### config.mk
export PLATFORM = sky130hd
export DESIGN_NAME = cmd_frame_decoder_flat
export DESIGN_NICKNAME = d
export VERILOG_FILES = /design/src/rtl/cmd_frame_decoder_pkg.sv /design/src/rtl/cmd_frame_decoder_if.sv /design/src/rtl/cmd_frame_decoder_frame_timer.sv /design/src/rtl/cmd_frame_decoder.sv /design/src/flat_wrapper.sv
export SDC_FILE = /design/constraint.sdc
export NUM_CORES = 1
export LEC_CHECK = 0
export CAP_MARGIN = 20
export CORE_UTILIZATION = 35
export DETAILED_ROUTE_END_ITERATION = 6
export GPL_TIMING_DRIVEN = 0
export PLACE_DENSITY = 0.65
export SLEW_MARGIN = 10
export SYNTH_ARGS = -nofsm -noshare
export SYNTH_HDL_FRONTEND = slang
export SYNTH_HIERARCHICAL = 1
export SYNTH_SLANG_ARGS = --single-unit
### constraint.sdc
create_clock -name clk -period 3.5 [get_ports clk]
set_input_delay 0.35 -clock clk [delete_from_list [all_inputs] [get_ports clk]]
set_output_delay 0.35 -clock clk [all_outputs]
set_load 0.02 [all_outputs]
### src/rtl/cmd_frame_decoder_pkg.sv
// Shared definitions for the command-frame decoder.
// Contents:
//   OPC_*          frame opcodes recognised in IDLE
//   state_t        decoder FSM state encoding
//   OPER_*_ADDR    register-file addresses that receive ALU operands A and B
//   is_timed()     true for the states in which the inter-byte timeout runs
package cmd_frame_decoder_pkg;

  localparam logic [7:0] OPC_WR      = 8'hAA;  // opcode, addr, data
  localparam logic [7:0] OPC_RD      = 8'hBB;  // opcode, addr
  localparam logic [7:0] OPC_ALU_OP  = 8'hCC;  // opcode, A, B, fun
  localparam logic [7:0] OPC_ALU_FUN = 8'hDD;  // opcode, fun

  localparam int OPER_A_ADDR = 0;
  localparam int OPER_B_ADDR = 1;

  typedef enum logic [2:0] {
    IDLE,
    WR_ADDR,
    WR_DATA,
    RD_ADDR,
    OP_A,
    OP_B,
    ALU_FUN,
    WAIT_RESP
  } state_t;

  // States that sit in the middle of a frame waiting for the next byte.
  function automatic logic is_timed(state_t s);
    return (s == WR_ADDR) || (s == WR_DATA) || (s == RD_ADDR) ||
           (s == OP_A) || (s == OP_B) || (s == ALU_FUN);
  endfunction

endpackage

### src/rtl/cmd_frame_decoder_if.sv
// Link between the command-frame decoder and its environment.
// Signals:
//   rx_data / rx_data_valid  received byte, qualified by a one-cycle pulse
//   resp_done                one-cycle pulse: TX side has sent the response
//   rf_addr / rf_wr_data / rf_wr_en / rf_rd_en   register-file access
//   alu_fun / alu_en / clk_gate_en               ALU control
//   busy / frame_err         status
//   state                    debug view of the decoder FSM
// Handshake: there is no backpressure anywhere. rx_data_valid and resp_done
// are single-cycle pulses that are always taken in the cycle they are high;
// every strobe the decoder drives (rf_wr_en, rf_rd_en, alu_en, frame_err) is
// a single-cycle pulse the consumer must take in that cycle.
// Modports: master = decoder side, slave = environment side.
interface cmd_frame_decoder_if
  import cmd_frame_decoder_pkg::*;
#(
  parameter int DATA_WIDTH = 8,
  parameter int ADDR_WIDTH = 4,
  parameter int FUN_WIDTH  = 4
);
  logic [DATA_WIDTH-1:0] rx_data;
  logic                  rx_data_valid;
  logic                  resp_done;
  logic [ADDR_WIDTH-1:0] rf_addr;
  logic [DATA_WIDTH-1:0] rf_wr_data;
  logic                  rf_wr_en;
  logic                  rf_rd_en;
  logic [FUN_WIDTH-1:0]  alu_fun;
  logic                  alu_en;
  logic                  clk_gate_en;
  logic                  busy;
  logic                  frame_err;
  state_t                state;

  modport master (
    input  rx_data, rx_data_valid, resp_done,
    output rf_addr, rf_wr_data, rf_wr_en, rf_rd_en,
    output alu_fun, alu_en, clk_gate_en, busy, frame_err, state
  );

  modport slave (
    output rx_data, rx_data_valid, resp_done,
    input  rf_addr, rf_wr_data, rf_wr_en, rf_rd_en,
    input  alu_fun, alu_en, clk_gate_en, busy, frame_err, state
  );
endinterface

### src/rtl/cmd_frame_decoder_frame_timer.sv
// Inter-byte timeout counter.
// Ports:
//   clk, rst  clock, asynchronous active-low reset
//   en        count while high
//   clr       synchronous clear, wins over en
//   expired   high while enabled and the count sits at TIMEOUT_CYCLES-1
module cmd_frame_decoder_frame_timer #(
  parameter int TIMEOUT_CYCLES = 1024,
  localparam int CW = $clog2(TIMEOUT_CYCLES)
) (
  input  logic clk,
  input  logic rst,
  input  logic en,
  input  logic clr,
  output logic expired
);
  localparam logic [CW-1:0] LAST = CW'(TIMEOUT_CYCLES - 1);

  logic [CW-1:0] count;

  always_ff @(posedge clk or negedge rst) begin
    if (!rst) begin
      count <= '0;
    end else if (clr) begin
      count <= '0;
    end else if (en && !expired) begin
      // Holds at LAST so a stalled consumer never sees a wrapped count.
      count <= count + 1'b1;
    end
  end

  assign expired = en && (count == LAST);
endmodule

### src/rtl/cmd_frame_decoder.sv
// Command-frame parser sitting behind the RX byte synchronizer.
// Decodes write / read / ALU frames into register-file and ALU strobes,
// holds busy until the TX side reports the response sent, and aborts a
// frame that stalls for TIMEOUT_CYCLES between bytes.
// Ports:
//   clk   system clock
//   rst   asynchronous active-low reset
//   bus   decoder side (master) of cmd_frame_decoder_if
// All outputs are registered: a strobe appears in the cycle after the
// rx_data_valid pulse that completes its step.
module cmd_frame_decoder
  import cmd_frame_decoder_pkg::*;
#(
  parameter int DATA_WIDTH     = 8,
  parameter int ADDR_WIDTH     = 4,
  parameter int FUN_WIDTH      = 4,
  parameter int TIMEOUT_CYCLES = 1024
) (
  input logic clk,
  input logic rst,
  cmd_frame_decoder_if.master bus
);
  state_t                state, state_nx;
  logic [ADDR_WIDTH-1:0] addr_q, addr_nx;
  logic [DATA_WIDTH-1:0] wdata_q, wdata_nx;
  logic [FUN_WIDTH-1:0]  fun_q, fun_nx;
  logic wr_q, wr_nx, rd_q, rd_nx, alu_q, alu_nx;
  logic gate_q, gate_nx, busy_q, busy_nx, err_q, err_nx;
  logic tmr_en, tmr_clr, expired;

  // Every byte that arrives in a mid-frame state is consumed, so any valid
  // byte there (and any state change) restarts the inter-byte window.
  assign tmr_en  = is_timed(state);
  assign tmr_clr = (bus.rx_data_valid && tmr_en) || (state_nx != state);

  cmd_frame_decoder_frame_timer #(.TIMEOUT_CYCLES(TIMEOUT_CYCLES)) u_frame_timer (
    .clk     (clk),
    .rst     (rst),
    .en      (tmr_en),
    .clr     (tmr_clr),
    .expired (expired)
  );

  always_comb begin
    state_nx = state;
    addr_nx  = addr_q;
    wdata_nx = wdata_q;
    fun_nx   = fun_q;
    wr_nx    = 1'b0;
    rd_nx    = 1'b0;
    alu_nx   = 1'b0;
    err_nx   = 1'b0;
    case (state)
      IDLE: begin
        if (bus.rx_data_valid) begin
          case (bus.rx_data)
            OPC_WR:      state_nx = WR_ADDR;
            OPC_RD:      state_nx = RD_ADDR;
            OPC_ALU_OP:  state_nx = OP_A;
            OPC_ALU_FUN: state_nx = ALU_FUN;
            default:     err_nx   = 1'b1;
          endcase
        end
      end
      WR_ADDR: begin
        if (bus.rx_data_valid) begin
          addr_nx  = bus.rx_data[ADDR_WIDTH-1:0];
          state_nx = WR_DATA;
        end else if (expired) begin
          err_nx   = 1'b1;
          state_nx = IDLE;
        end
      end
      WR_DATA: begin
        if (bus.rx_data_valid) begin
          wdata_nx = bus.rx_data;
          wr_nx    = 1'b1;
          state_nx = IDLE;
        end else if (expired) begin
          err_nx   = 1'b1;
          state_nx = IDLE;
        end
      end
      RD_ADDR: begin
        if (bus.rx_data_valid) begin
          addr_nx  = bus.rx_data[ADDR_WIDTH-1:0];
          rd_nx    = 1'b1;
          state_nx = WAIT_RESP;
        end else if (expired) begin
          err_nx   = 1'b1;
          state_nx = IDLE;
        end
      end
      OP_A, OP_B: begin
        if (bus.rx_data_valid) begin
          addr_nx  = (state == OP_A) ? ADDR_WIDTH'(OPER_A_ADDR) : ADDR_WIDTH'(OPER_B_ADDR);
          wdata_nx = bus.rx_data;
          wr_nx    = 1'b1;
          state_nx = (state == OP_A) ? OP_B : ALU_FUN;
        end else if (expired) begin
          err_nx   = 1'b1;
          state_nx = IDLE;
        end
      end
      ALU_FUN: begin
        if (bus.rx_data_valid) begin
          fun_nx   = bus.rx_data[FUN_WIDTH-1:0];
          alu_nx   = 1'b1;
          state_nx = WAIT_RESP;
        end else if (expired) begin
          err_nx   = 1'b1;
          state_nx = IDLE;
        end
      end
      WAIT_RESP: begin
        // A byte here is dropped even when resp_done lands in the same cycle.
        if (bus.rx_data_valid) err_nx = 1'b1;
        if (bus.resp_done) state_nx = IDLE;
      end
      default: state_nx = IDLE;
    endcase
    // The gate opens on entry to ALU_FUN and survives only into the
    // WAIT_RESP of that same ALU command; a read never opens it.
    gate_nx = (state_nx == ALU_FUN) || ((state_nx == WAIT_RESP) && gate_q);
    busy_nx = (state_nx == WAIT_RESP);
  end

  always_ff @(posedge clk or negedge rst) begin
    if (!rst) begin
      state   <= IDLE;
      addr_q  <= '0;
      wdata_q <= '0;
      fun_q   <= '0;
      wr_q    <= 1'b0;
      rd_q    <= 1'b0;
      alu_q   <= 1'b0;
      gate_q  <= 1'b0;
      busy_q  <= 1'b0;
      err_q   <= 1'b0;
    end else begin
      state   <= state_nx;
      addr_q  <= addr_nx;
      wdata_q <= wdata_nx;
      fun_q   <= fun_nx;
      wr_q    <= wr_nx;
      rd_q    <= rd_nx;
      alu_q   <= alu_nx;
      gate_q  <= gate_nx;
      busy_q  <= busy_nx;
      err_q   <= err_nx;
    end
  end

  assign bus.rf_addr     = addr_q;
  assign bus.rf_wr_data  = wdata_q;
  assign bus.rf_wr_en    = wr_q;
  assign bus.rf_rd_en    = rd_q;
  assign bus.alu_fun     = fun_q;
  assign bus.alu_en      = alu_q;
  assign bus.clk_gate_en = gate_q;
  assign bus.busy        = busy_q;
  assign bus.frame_err   = err_q;
  assign bus.state       = state;
endmodule

### src/flat_wrapper.sv
// flat-port wrapper written by rule: the top's interface ports become plain ports
module cmd_frame_decoder_flat import cmd_frame_decoder_pkg::*;
#(
  parameter int DATA_WIDTH     = 8,
  parameter int ADDR_WIDTH     = 4,
  parameter int FUN_WIDTH      = 4,
  parameter int TIMEOUT_CYCLES = 1024
)
  (clk, rst, bus_rx_data, bus_rx_data_valid, bus_resp_done, bus_rf_addr, bus_rf_wr_data, bus_rf_wr_en, bus_rf_rd_en, bus_alu_fun, bus_alu_en, bus_clk_gate_en, bus_busy, bus_frame_err, bus_state);
  cmd_frame_decoder_if #(.DATA_WIDTH(DATA_WIDTH), .ADDR_WIDTH(ADDR_WIDTH), .FUN_WIDTH(FUN_WIDTH)) bus_i ();
  input logic clk;
  input logic rst;
  input wire logic [$bits(bus_i.rx_data)-1:0] bus_rx_data;
  input wire logic [$bits(bus_i.rx_data_valid)-1:0] bus_rx_data_valid;
  input wire logic [$bits(bus_i.resp_done)-1:0] bus_resp_done;
  output wire logic [$bits(bus_i.rf_addr)-1:0] bus_rf_addr;
  output wire logic [$bits(bus_i.rf_wr_data)-1:0] bus_rf_wr_data;
  output wire logic [$bits(bus_i.rf_wr_en)-1:0] bus_rf_wr_en;
  output wire logic [$bits(bus_i.rf_rd_en)-1:0] bus_rf_rd_en;
  output wire logic [$bits(bus_i.alu_fun)-1:0] bus_alu_fun;
  output wire logic [$bits(bus_i.alu_en)-1:0] bus_alu_en;
  output wire logic [$bits(bus_i.clk_gate_en)-1:0] bus_clk_gate_en;
  output wire logic [$bits(bus_i.busy)-1:0] bus_busy;
  output wire logic [$bits(bus_i.frame_err)-1:0] bus_frame_err;
  output wire logic [$bits(bus_i.state)-1:0] bus_state;
  assign bus_i.rx_data = bus_rx_data;
  assign bus_i.rx_data_valid = bus_rx_data_valid;
  assign bus_i.resp_done = bus_resp_done;
  assign bus_rf_addr = bus_i.rf_addr;
  assign bus_rf_wr_data = bus_i.rf_wr_data;
  assign bus_rf_wr_en = bus_i.rf_wr_en;
  assign bus_rf_rd_en = bus_i.rf_rd_en;
  assign bus_alu_fun = bus_i.alu_fun;
  assign bus_alu_en = bus_i.alu_en;
  assign bus_clk_gate_en = bus_i.clk_gate_en;
  assign bus_busy = bus_i.busy;
  assign bus_frame_err = bus_i.frame_err;
  assign bus_state = bus_i.state;
  cmd_frame_decoder #(.DATA_WIDTH(DATA_WIDTH), .ADDR_WIDTH(ADDR_WIDTH), .FUN_WIDTH(FUN_WIDTH), .TIMEOUT_CYCLES(TIMEOUT_CYCLES)) u_core (.clk(clk), .rst(rst), .bus(bus_i));
endmodule
==> flow_summary.toml <==
[synth]
synth_top_area_share_pct = 43.8
syn_area_um2 = 2000
ys_ff_latch = 35
yosys_warnings = 6
synth_nets = 216
synth_area_leaders = "dfrtp_1 44%, mux2_2 8.4%, nand2_1 3.4%"
netlist_instances = 203
yosysTopAreaCell = "dfrtp_1"
synth_ff_type = "dfrtp_1"
synth_edf_count = 0
synth_cell_type_count = 53
synth_seq_area_share_pct = 43.8
ys_async_sr_fraction_pct = 100
syn_area_per_cell_um2 = 9.86

[floorplan]
die_area_um2 = 6020
fp.dieW_um = 77.6
die_h_um = 77.6
io_pins = 37
fp.coreArea_um2 = 5510
rows = 27
initial_utilization_pct = 36.3

[sta]
rsz0062_at_grt = "no"
period_share_pct = 92.9
final-setup-viol-count = 0
worst_pin_slew_ns = 0.772
final_max_slew_viol_count = 0
min_period_ns = 3.25
fin_ws_ns = 0.250
finalSetupTns_ns = 0
clock.fmax_mhz = 308
maxSlewHeadroom_pct = 48.5
hold_viol_final = 0
fin_skew_ns = 0.00568

[setup_path]
cp-end-kind = "register"
cp-start-kind = "register"
arrival_ns = 3.49
worstSetupPathType = "reg2reg"
cp-startpoint = "u_core/bus.state[2]"
max_stage_delay_ns = 0.44
rr_startpoint = "u_core/bus.state[2]"
reg2reg_slack_ns = 0.25
critPathTopFamily = "simple AND/OR/NAND/NOR gates"
crit_path_max_fanout = 10
rr_worst_depth = 14
crit_path_end = "u_core/u_frame_timer/count[0]"
crit_slowest_cell = "or3_1"
crit_buf_inv = 4
worst-path-stages = 14
cp.required_ns = 3.74
cp_cell_sequence = "buf_6 > or3_1 > nand2_1 > inv_1 > clkbuf_4 > nand2_1 > nor3_4 > maj3_1 > o21ai_0 > o311ai_2 > buf_4 > nor3b_1 > o21ai_0 > nand3_1"
reg2reg_to = "u_core/u_frame_timer/count[0]"

[global_route]
grt_pass1_vias = 1675
antenna_found_initial = 0
grt_pass1_wl_um = 7980
grt_max_degree = 36
gr-usage-all-layers_pct = 16.8
grt.overflow.total = 0

[layout]
areaGrowthSynthToFinish_pct = 30.6
stdcell_area_um2 = 2610
drive_above_1_share_pct = 20.0
antenna_cells = 0
nFillCells = 526
fin_util_pct = 47.5
multi_input_area_um2 = 1040
seq_area_um2 = 876
nets = 262

[placed_design]
gp_congestion = 0.835
dp_slack_ns = -0.591
hpwl_um = 3280
io_buffers = 36
placed_area_um2 = 2450

[cts]
path_clk_slew_ns = 0.08
cts_inserted_buffers = 5
clockBufferDepth = 2
htreeDepth = 2
cts_tree = "done"
clock_sinks = 35
clk-insertion-delay-late_ns = 0.30
clock-root-buffer = "clkbuf_8"

[pwr]
ir_drop_v = 0.000404
p_total_mw = 2.33
powerDensity_nw_per_um2 = 893
p_leak_nw = 1.07

[routing]
wl_per_cell_um = 14.4
drt-total-wl_um = 4640
ant_nets = 0
num_vias = 1737
viasPerCell = 5.39
route.detailed.drc = 0
drt_first_pass_iters = 4
drt-initial-drc-count = 116

[run_status]
status = "complete, no violations"

[min_path]
worstHoldPathType = "in2async"

[run]
drv_cap = 0
worst min path at each step:
stage | end | slack, ns | depth (start not counted)
floorplan | u_core/bus.alu_en | 0.05 | 0
global placement | u_core/bus.alu_fun[0] | 0.49 | 1
detailed placement | u_core/u_frame_timer/count[5] | 0.49 | 1
CTS | u_core/bus.rf_addr[3] | 0.15 | 1
global route | u_core/bus.rf_addr[2] | 0.20 | 1
finish | u_core/u_frame_timer/count[5] | 0.12 | 1
layout make-up:
type	instances	share of cell area, %
buffer	11	3.30
clock buffer	5	2.63
clock inverter	3	1.82
inverter	8	1.15
multi-input combinational	149	39.7
sequential	35	33.5
tap	72	3.45
timing repair buffer	39	14.5
where the power goes:
group	leakage (nW)	switching, mW	internal (mW)
combinational	0.568	0.671	0.623
sequential	0.444	0.101	0.554
clock	0.0587	0.168	0.216
registers in the layout, indices dropped and copies added (netlist names), 3 cells and up:
| name | count |
|---|---|
| u_core/bus.state | 3 |
| u_core/u_frame_timer/count | 10 |
| u_core/bus.rf_addr | 4 |
| u_core/bus.rf_wr_data | 8 |
| u_core/bus.alu_fun | 4 |
layout by cell type, fill, tap and decap left out, types with 2 or more instances in the layout:
| cell type | synthesis | routed |
|---|---|---|
| a211oi_1 | 4 | 4 |
| a21oi_1 | 7 | 7 |
| a22oi_1 | 2 | 2 |
| a31oi_1 | 7 | 7 |
| and2_1 | 2 | 2 |
| and3_1 | 2 | 2 |
| buf_2 | 3 | 3 |
| buf_4 | 1 | 5 |
| buf_6 | 4 | 4 |
| clkbuf_8 | 0 | 5 |
| clkdlybuf4s50_1 | 0 | 35 |
| dfrtp_1 | 35 | 35 |
| inv_1 | 8 | 8 |
| mux2_2 | 15 | 15 |
| nand2_1 | 18 | 18 |
| nand2b_1 | 4 | 3 |
| nand3_1 | 11 | 11 |
| nand4_1 | 5 | 5 |
| nand4bb_1 | 2 | 2 |
| nor2_1 | 10 | 10 |
| nor2b_1 | 9 | 9 |
| nor3_1 | 6 | 5 |
| o21ai_0 | 10 | 10 |
| o22ai_1 | 2 | 2 |
| o31ai_1 | 2 | 2 |
| or3_1 | 2 | 2 |
through the flow:
| stage | hold WS (ns) | instances |
|---|---|---|
| floorplan | 0.0544 | 203 |
| global placement | 0.487 | 311 |
| detailed placement | 0.486 | 311 |
| CTS | 0.153 | 320 |
| global route | 0.197 | 322 |
| finish | 0.125 | 322 |
cells in the mapped netlist (2+ instances only):
library cell and number:
a21oi_1 7, nand2_1 18, clkbuf_1 3, o22ai_1 2, nand4_1 5, dfrtp_1 35
buf_2 3, inv_1 8, and2_1 2, nor2_1 10, buf_6 4, nand2b_1 4
o31ai_1 2, or3_1 2, nor3_1 6, and3_1 2, nor2b_1 9, nand3_1 11
o21ai_0 10, mux2_2 15, o311ai_0 2, nand4bb_1 2, a31oi_1 7, a22oi_1 2
a211oi_1 4
cells by family (layout without fill, tap and decap cells):
logic type | after synthesis | count (layout) | share of synthesized area (%)
AND/OR/NAND/NOR | 82 | 82 | 23.3
multiplexers | 16 | 16 | 9.19
adder cells (fa/ha/maj) | 2 | 2 | 1.13
AO/OA/AOI/OAI | 48 | 48 | 16.8
buffers and inverters | 19 | 66 | 5.44
flip-flops | 35 | 35 | 43.8
XOR/XNOR | 1 | 1 | 0.438
routing by layer:
metal	GRT usage, %	wire length, µm	vias up	part of all wire (%)
met4	6.79	61	0	1.3
met1	21.0	2050	831	44
met3	5.06	294	7	6.3
met5	0	0	-	0
met2	27.0	2230	51	48
li1	-	-	848	-
worst reg2reg max path, stage by stage (launching register included):
cell and delay, ns:
dfrtp_1 0.40, buf_6 0.14, or3_1 0.45, nand2_1 0.14, inv_1 0.05, clkbuf_4 0.17, nand2_1 0.17, nor3_4 0.08
maj3_1 0.35, o21ai_0 0.25, o311ai_2 0.24, buf_4 0.21, nor3b_1 0.28, o21ai_0 0.16, nand3_1 0.10
what timing repair did:
| item | CTS | global route |
|---|---|---|
| pin swaps | 0 | 1 |
| setup buffers | 1 | 2 |
| endpoints found under the setup margin | 10 | 10 |
| gates resized for setup | 6 | 5 |
| gates cloned | 0 | 0 |
| hold buffers | 0 | 0 |
No activity file was read; power rests on OpenSTA's default activity.
